**src/rtl/muldiv_pkg.sv**
```systemverilog
// Shared definitions for the RV32M multiply/divide sequencer.
// Op codes, FSM states and boundary constants.
package muldiv_pkg;

  localparam logic [2:0] OP_MUL    = 3'd0;
  localparam logic [2:0] OP_MULH   = 3'd1;
  localparam logic [2:0] OP_MULHSU = 3'd2;
  localparam logic [2:0] OP_MULHU  = 3'd3;
  localparam logic [2:0] OP_DIV    = 3'd4;
  localparam logic [2:0] OP_DIVU   = 3'd5;
  localparam logic [2:0] OP_REM    = 3'd6;
  localparam logic [2:0] OP_REMU   = 3'd7;

  localparam logic [31:0] INT_MIN  = 32'h8000_0000;
  localparam logic [31:0] ALL_ONES = 32'hffff_ffff;

  typedef enum logic [2:0] {
    S_IDLE  = 3'd0,
    S_ISSUE = 3'd1,
    S_WAIT  = 3'd2,
    S_DRAIN = 3'd3,
    S_DONE  = 3'd4
  } state_t;

endpackage

```
**src/rtl/muldiv_negate.sv**
```systemverilog
// Conditional two's complement negation.
// Used for operand magnitudes and result sign fix-up.
module muldiv_negate #(
  parameter int W = 32
) (
  input  logic [W-1:0] in,
  input  logic         neg,
  output logic [W-1:0] out
);

  assign out = neg ? (~in + {{(W-1){1'b0}}, 1'b1}) : in;

endmodule

```
**src/rtl/muldiv_sequencer.sv**
```systemverilog
// RV32M sequencer around the unsigned iterative mul/div core.
// Signs are stripped before launch and restored on completion.
import muldiv_pkg::*;

module muldiv_sequencer #(
  parameter int XLEN = 32
) (
  input  logic              clk,
  input  logic              rst_n,
  input  logic              req_valid,
  input  logic [2:0]        req_op,
  input  logic [XLEN-1:0]   req_a,
  input  logic [XLEN-1:0]   req_b,
  input  logic              flush,
  output logic              stall,
  output logic              resp_valid,
  output logic [XLEN-1:0]   resp_data,
  output logic              core_valid,
  output logic              core_mode,
  output logic [XLEN-1:0]   core_a,
  output logic [XLEN-1:0]   core_b,
  input  logic              core_ready,
  input  logic [2*XLEN-1:0] core_out
);

  state_t state_q, state_d;

  logic [2:0]        op_q;
  logic              neg_q;
  logic              a_neg, b_neg, r_neg;
  logic [XLEN-1:0]   mag_a, mag_b;
  logic [2*XLEN-1:0] prod;
  logic [XLEN-1:0]   quo, rem;
  logic [XLEN-1:0]   core_res, spec_res;
  logic              is_spec, accept, capture;

  muldiv_negate #(.W(XLEN)) u_neg_a (
    .in(req_a), .neg(a_neg), .out(mag_a)
  );

  muldiv_negate #(.W(XLEN)) u_neg_b (
    .in(req_b), .neg(b_neg), .out(mag_b)
  );

  muldiv_negate #(.W(2*XLEN)) u_neg_p (
    .in(core_out), .neg(neg_q), .out(prod)
  );

  muldiv_negate #(.W(XLEN)) u_neg_q (
    .in(core_out[XLEN-1:0]), .neg(neg_q), .out(quo)
  );

  muldiv_negate #(.W(XLEN)) u_neg_r (
    .in(core_out[2*XLEN-1:XLEN]), .neg(neg_q), .out(rem)
  );

  // Which operands need negating and whether the result does.
  always_comb begin
    a_neg = 1'b0;
    b_neg = 1'b0;
    r_neg = 1'b0;
    unique case (1'b1)
      (req_op == OP_MULHSU): begin
        a_neg = req_a[XLEN-1];
        r_neg = req_a[XLEN-1];
      end
      (req_op == OP_REM): begin
        a_neg = req_a[XLEN-1];
        b_neg = req_b[XLEN-1];
        r_neg = req_a[XLEN-1];
      end
      (req_op == OP_MUL) ||
      (req_op == OP_MULH) ||
      (req_op == OP_DIV): begin
        a_neg = req_a[XLEN-1];
        b_neg = req_b[XLEN-1];
        r_neg = req_a[XLEN-1] ^ req_b[XLEN-1];
      end
      default: ;
    endcase
  end

  // Divide-by-zero and signed overflow bypass the core.
  always_comb begin
    is_spec  = 1'b0;
    spec_res = '0;
    unique case (1'b1)
      req_op[2] && (req_b == '0): begin
        is_spec  = 1'b1;
        spec_res = req_op[1] ? req_a : ALL_ONES;
      end
      ((req_op == OP_DIV) || (req_op == OP_REM)) &&
      (req_a == INT_MIN) && (req_b == ALL_ONES): begin
        is_spec  = 1'b1;
        spec_res = req_op[1] ? '0 : INT_MIN;
      end
      default: ;
    endcase
  end

  // Pick the result half once the core has finished.
  always_comb begin
    core_res = prod[XLEN-1:0];
    unique case (1'b1)
      op_q[2] && op_q[1]:
        core_res = rem;
      op_q[2] && !op_q[1]:
        core_res = quo;
      !op_q[2] && (op_q != OP_MUL):
        core_res = prod[2*XLEN-1:XLEN];
      default:
        core_res = prod[XLEN-1:0];
    endcase
  end

  // State register.
  always_ff @(posedge clk or negedge rst_n) begin
    if (!rst_n) state_q <= S_IDLE;
    else        state_q <= state_d;
  end

  // Next state and handshake strobes.
  always_comb begin
    state_d    = state_q;
    core_valid = 1'b0;
    resp_valid = 1'b0;
    accept     = 1'b0;
    capture    = 1'b0;
    unique case (state_q)
      S_IDLE: begin
        if (req_valid && !flush) begin
          accept  = 1'b1;
          state_d = is_spec ? S_DONE : S_ISSUE;
        end
      end
      S_ISSUE: begin
        if (flush) begin
          state_d = S_IDLE;
        end else begin
          core_valid = 1'b1;
          state_d    = S_WAIT;
        end
      end
      S_WAIT: begin
        if (flush) begin
          state_d = core_ready ? S_IDLE : S_DRAIN;
        end else if (core_ready) begin
          capture = 1'b1;
          state_d = S_DONE;
        end
      end
      S_DRAIN: begin
        if (core_ready) state_d = S_IDLE;
      end
      S_DONE: begin
        resp_valid = !flush;
        state_d    = S_IDLE;
      end
      default: state_d = S_IDLE;
    endcase
  end

  assign stall = req_valid & ~resp_valid;

  // Operand, sign and result registers.
  always_ff @(posedge clk or negedge rst_n) begin
    if (!rst_n) begin
      op_q      <= '0;
      neg_q     <= 1'b0;
      core_a    <= '0;
      core_b    <= '0;
      core_mode <= 1'b0;
      resp_data <= '0;
    end else begin
      if (accept) begin
        op_q      <= req_op;
        neg_q     <= r_neg;
        core_a    <= mag_a;
        core_b    <= mag_b;
        core_mode <= req_op[2];
        if (is_spec) resp_data <= spec_res;
      end
      if (capture) resp_data <= core_res;
    end
  end

endmodule

```
**config.mk**
```make
export PLATFORM = sky130hd
export DESIGN_NAME = muldiv_sequencer
export DESIGN_NICKNAME = d
export VERILOG_FILES = /design/src/rtl/muldiv_pkg.sv /design/src/rtl/muldiv_negate.sv /design/src/rtl/muldiv_sequencer.sv
export SDC_FILE = /design/constraint.sdc
export NUM_CORES = 1
export LEC_CHECK = 0
export CAP_MARGIN = 20
export CORE_MARGIN = 4
export CORE_UTILIZATION = 35
export DETAILED_ROUTE_END_ITERATION = 8
export SETUP_SLACK_MARGIN = 0.4
export SLEW_MARGIN = 40
export SYNTH_ARGS = -nofsm -noshare
export SYNTH_HDL_FRONTEND = slang
export SYNTH_SLANG_ARGS = --single-unit
```
**constraint.sdc**
```tcl
create_clock -name clk -period 2.5 [get_ports clk]
set_input_delay 0.25 -clock clk [delete_from_list [all_inputs] [get_ports clk]]
set_output_delay 0.25 -clock clk [all_outputs]
set_load 0.05 [all_outputs]
```
# == Word-level counts from Yosys, hierarchy flattened ==
# Index checks and enable logic that the tools add are counted.
# classes
n_addsub,5
n_eq_ne,13
n_mux,32
bitwise,8
n_reduce_logical,25
# op_table
op,n
32-bit two-way mux,9
32-bit by 1-bit adder with 32-bit output (second input constant),4
32-bit inverter,4
32-bit case mux with 3 select lines,1
64-bit by 1-bit adder with 64-bit output (second input constant),1
32-bit equality test (second input constant),2
64-bit two-way mux,1
64-bit inverter,1
32-bit case mux with 2 select lines,1
32-bit logical NOT,1
3-bit two-way mux,5
3-bit case mux with 4 select lines,1
1-bit two-way mux,11
3-bit by 2-bit equality test with 1-bit output (second input constant),3
3-bit equality test (second input constant),3
1-bit logical AND,7
3-bit by 1-bit equality test with 1-bit output (second input constant),2
3-bit logical NOT,2
2-bit OR reduction,3
2-bit two-way mux,2
2-bit != test (second input constant),2
2-bit nonzero test,2
1-bit logical NOT,3
1-bit logical OR,3
9 further kinds,9
# totals
reg_bits,104
out_inout_bits,100
wordCells,90

# == Longest topological paths before layout ==
# depth
word_depth,9
mapped_depth,11
ltp_nobuf,9

# == By module ==
# A second synthesis with hierarchy kept.
# hier_totals
cells_unflattened,1245
area_unflattened_um2,10366.2
# by_module_without_submodules
module,n_inst,cells_each,area_per_inst_um2,seq_area_each_um2
muldiv_sequencer,1,643,5609.1,2577.5
muldiv_negate (u_neg_a ...),4,99,777.0,0.0
muldiv_negate (u_neg_p),1,206,1649.1,0.0

# == Worst setup path before layout ==
# Ideal clock, no wire load.
# synth_timing
path_type,reg-to-output
startpoint,reg state_q[1]
endpoint,out stall
arrival_time_ns,2.864
t_required_ns,2.250
setup_slack_ns,-0.614
path_stages_with_launch,3
n_path_buf,0
path_cell_list,dfrtp_1 nor4b_1 nor2b_1
# synth_via
elab_chain_len,4
# synth_rtl
item,line_no,text
from (decl),muldiv_sequencer.sv:26,"state_t state_q, state_d;"
from (signal assigned),muldiv_sequencer.sv:119,else state_q <= state_d;
3-bit equality test,muldiv_sequencer.sv:129,unique case (state_q)
1-bit two-way mux,muldiv_sequencer.sv:129,
net resp_valid,muldiv_sequencer.sv:16,"output logic resp_valid,"
1-bit inverter,muldiv_sequencer.sv:163,assign stall = req_valid & ~resp_valid;
1-bit bitwise AND,muldiv_sequencer.sv:163,
to (decl),muldiv_sequencer.sv:15,"output logic stall,"
# The timed path passes the listed nets, and every way through them passes these cells.

# == Final worst setup path ==
# layout_timing
startpoint,in core_out[42]
endpoint,reg resp_data[27]
# layout_via
elab_chain_len,5
elab_cells_between_ends,8
cone_classes,2 x add/sub; 4 x mux; 2 x bitwise
# layout_rtl
item,line_no,text
from (decl),muldiv_sequencer.sv:23,input logic [2*XLEN-1:0] core_out
64-bit inverter or 32-bit inverter (tied branches),muldiv_negate.sv:11,"assign out = neg ? (~in + {{(W-1){1'b0}}, 1'b1}) : in;"
64-bit by 1-bit adder with 64-bit output or 32-bit by 1-bit adder with 32-bit output (tied branches),muldiv_negate.sv:11,
64-bit two-way mux or 32-bit two-way mux (tied branches),muldiv_negate.sv:11,
32-bit case mux with 3 select lines (*),muldiv_sequencer.sv:104,unique case (1'b1)
32-bit two-way mux (*),muldiv_sequencer.sv:183,if (capture) resp_data <= core_res;
to (signal assigned),muldiv_sequencer.sv:181,if (is_spec) resp_data <= spec_res;
to (signal assigned),muldiv_sequencer.sv:183,
to (decl),muldiv_sequencer.sv:17,"output logic [XLEN-1:0] resp_data,"
# Mark *: on every way between the ends. The rest lies on a longest branch, timed or not.
# A chain may end at the register's enable or synchronous reset.

==> flow_summary.toml <==
[global_routing]
grt_pass1_wl_um = 53800
antenna_found_initial = 0
grt_pass1_vias = 9778
grt_usage_pct = 26.1
grt.overflow.total = 0
grt_start_max_net_pins = 81

[worst_hold_path]
hp-start = "req_a[21]"
hold_class = "input pin to register"
hold_path_depth = 4
whs_endpoint = "core_a[21]$_DFFE_PN0P_"

[route]
drt-total-wl_um = 36100
vias = 10251
first_pass_iters = 6
ant_nets = 0
wl_per_cell_um = 19.4
routed_via_density = 5.51
drc = 0
drtIter0Drc = 886

[power]
switchingPower_w = 0.00553
seq_power_share_pct = 25.0
power_density_nw_per_um2 = 752
internal_power_w = 0.00553
comb_power_share_pct = 62.5
p_sw_share_pct = 50.0
power_w = 0.0111
power_frac_clock_pct = 12.5
p_leak_nw = 6.34
max-vdd-ir-drop_mv = 0.395

[timing]
fin_crit_ns = 2.23
rsz0062_at_grt = "true"
final_hold_viol_count = 0
fin_skew_ns = 0.0106
slew_violations = 0
slew_headroom_pct = 57.8
setup_violations = 0
timing.hold.ws_ns = 0.277
setup_slack_ns = 0.267
final.period_utilization_pct = 89.3
fmax_mhz = 448
tightest_slew_ns = 0.625

[critical_path]
cp-start-kind = "input pin"
crit_start = "core_out[42]"
worst-path-max-fanout = 5
crit_chain = "dlygate4sd2_1, buf_4, nor2_1, nand4_1, o41ai_2, xnor2_1, a222oi_1, buf_4, o21ai_1"
critPathSlowestCell = "a222oi_1"
cpPeakStageDelay_ns = 0.53
crit_path_frequent_cell = "buf_4"
critical_path.endpoint_type = "register"
cp_data_required_time_ns = 2.73
crit_family = "compound AO/OA/AOI/OAI gates"
r2r-start = "neg_q$_DFFE_PN0P_"
worstPathArrival_ns = 2.46
critPathKind = "input pin to register"
ff2ff_setup_slack_ns = 0.47
path_buf_inv = 3
reg2reg_depth = 6
r2r_end = "resp_data[4]$_DFFE_PN0P_"

[synthesis]
async_flop_share_pct = 100
yosysUniqueCellTypes = 75
syn_nets = 1170
synth.mux.area_fraction_pct = 1.62
synth_compound_area_share_pct = 26.1
synthSimpleGateAreaFrac_pct = 23.1
ys_seq_elements = 103
synth_top_family_by_area = "compound AO/OA/AOI/OAI gates"
yosysWarnings = 0
synth_area_um2 = 8090
synthXorXnorAreaFrac_pct = 12.3
synth_enable_flop_cells = 0
synthAdderAreaFrac_pct = 0.773
ys_seq_area_share_pct = 31.8
synth_flop_cell = "dfrtp_1"
syn_area_per_cell_um2 = 7.86
synthCells = 1029

[place]
place_hpwl_um = 27400
gp_congestion = 1.01
place_inst = 1784
port_buffers = 235
dp_slack_ns = -0.608

[clock_network]
clock_latency_ns = 0.35
cts_tree = "built"
root_buffer = "clkbuf_16"
cts_made_buffers = 9
clock-sinks = 103
clk_pin_slew_ns = 0.08
clk_path_buf_depth = 2
ctsHtreeMaxLevel = 3

[finish]
fin_util_pct = 64.7
final_cell_mix = "buf_4, clkdlybuf4s50_1, nand2_1"
final_cells = 1860
drive_gt1_share_pct = 37.8
n_antenna_cell = 0
nNetsFinal = 1711
syn_to_final_growth_pct = 81.6
layout_commonest_cell = "buf_4"

[floorplan]
top_level_ports = 236
start_util_pct = 35.6
dieArea_um2 = 25600
dieWidth_um = 160
floorplan.die.height_um = 160
rows = 55
core_area_um2 = 22700

[flow_run]
max_cap_violations = 0

[outcome]
status = "completed"
## power by group through the flow
| stage | combinational, W | clock, W | sequential, W |
|---|---|---|---|
| 4_1_cts | 0.00661 | 0.00140 | 0.00275 |
| 6_report | 0.00691 | 0.00138 | 0.00277 |
| 2_1_floorplan | 0.00165 | 0 | 0.00480 |
| 5_1_grt | 0.00726 | 0.00146 | 0.00284 |
| 3_3_place_gp | 0.00641 | 0 | 0.00275 |
| 3_5_place_dp | 0.00647 | 0 | 0.00275 |
## metrics by stage
step / instance area [um2] / TNS, ns
2_1_floorplan: 8140 / 0
3_3_place_gp: 12900 / -14.59
3_5_place_dp: 12900 / -15.92
4_1_cts: 13800 / 0
5_1_grt: 14700 / 0
6_report: 14700 / 0
## repair_timing
item	4_1_cts	5_1_grt
hold buffers	1	0
gates resized for setup	229	266
endpoints found under the hold margin	39	0
pin swaps	72	103
cloned	2	3
setup buffers	24	30
setup endpoints to repair	55	55
## kinds of logic (layout without fill, tap and decap cells)
| logic type | Yosys count | count (layout) |
|---|---|---|
| xor gates and xnor gates | 114 | 114 |
| AOI/OAI and AO/OA | 338 | 341 |
| muxes | 13 | 13 |
| buffers and inverters | 87 | 630 |
| DFF | 103 | 103 |
| adders and majority gates | 5 | 5 |
| and+or+nand+nor | 369 | 369 |
## cells in the mapped netlist (8+ instances only)
cell	instances	area share (%)
o21ai_0	146	9.0
nand2_1	139	6.4
dfrtp_1	103	32
nor2_1	65	3.0
xnor2_1	64	6.9
clkbuf_1	54	2.5
a21oi_1	53	3.3
xor2_1	50	5.4
o31ai_1	30	2.8
nand3_1	27	1.7
nor3_1	26	1.6
inv_1	25	1.2
o41ai_1	19	2.1
nand4_1	18	1.4
nor4_1	14	1.1
or3_1	14	1.1
a31oi_1	13	1.0
mux2i_1	12	1.5
a211oi_1	10	0.93
a221oi_1	9	0.97
nand2b_1	9	0.70
nor2b_1	8	0.62
o211ai_1	8	0.74
or4_1	8	0.74
## sequential cells by signal, indices dropped and copies added (netlist names)
signal and flops:
core_b 32, core_a 32, neg_q 1, core_mode 1, op_q 2, resp_data 32
state_q 3
## routing by layer
layer | routed length, um | global-route usage (%) | part of all wire [%]
met5 | 0 | 0 | 0
met4 | 1250 | 8.76 | 3.5
met3 | 2210 | 4.05 | 6.1
met2 | 16800 | 42.1 | 47
met1 | 15800 | 35.7 | 44
## tightest hold or removal path: stages
cell     delay [ns]
buf_6          0.07
buf_4          0.10
xnor2_1        0.10
o21ai_0        0.07
## worst max-delay path by stage
stage                                     end  slack [ns]  cells after the start
CTS                 resp_data[12]$_DFFE_PN0P_        0.20                      9
detailed placement  resp_data[13]$_DFFE_PN0P_       -0.61                      9
finish              resp_data[27]$_DFFE_PN0P_        0.27                      9
global placement    resp_data[13]$_DFFE_PN0P_       -0.62                      9
floorplan           resp_data[12]$_DFFE_PN0P_        0.13                      8
global route        resp_data[20]$_DFFE_PN0P_        0.22                     12
## layout make-up
cell class,instances,area (um2)
fillers,1943,8010
multi-input cells,842,6230
repair buffers,589,5150
flip-flops and latches,103,2580
well taps,285,357
clock buffers,9,225
inverters,25,93.8
clock inverters,7,58.8
Note: power is estimated with default switching activity, not from simulation.
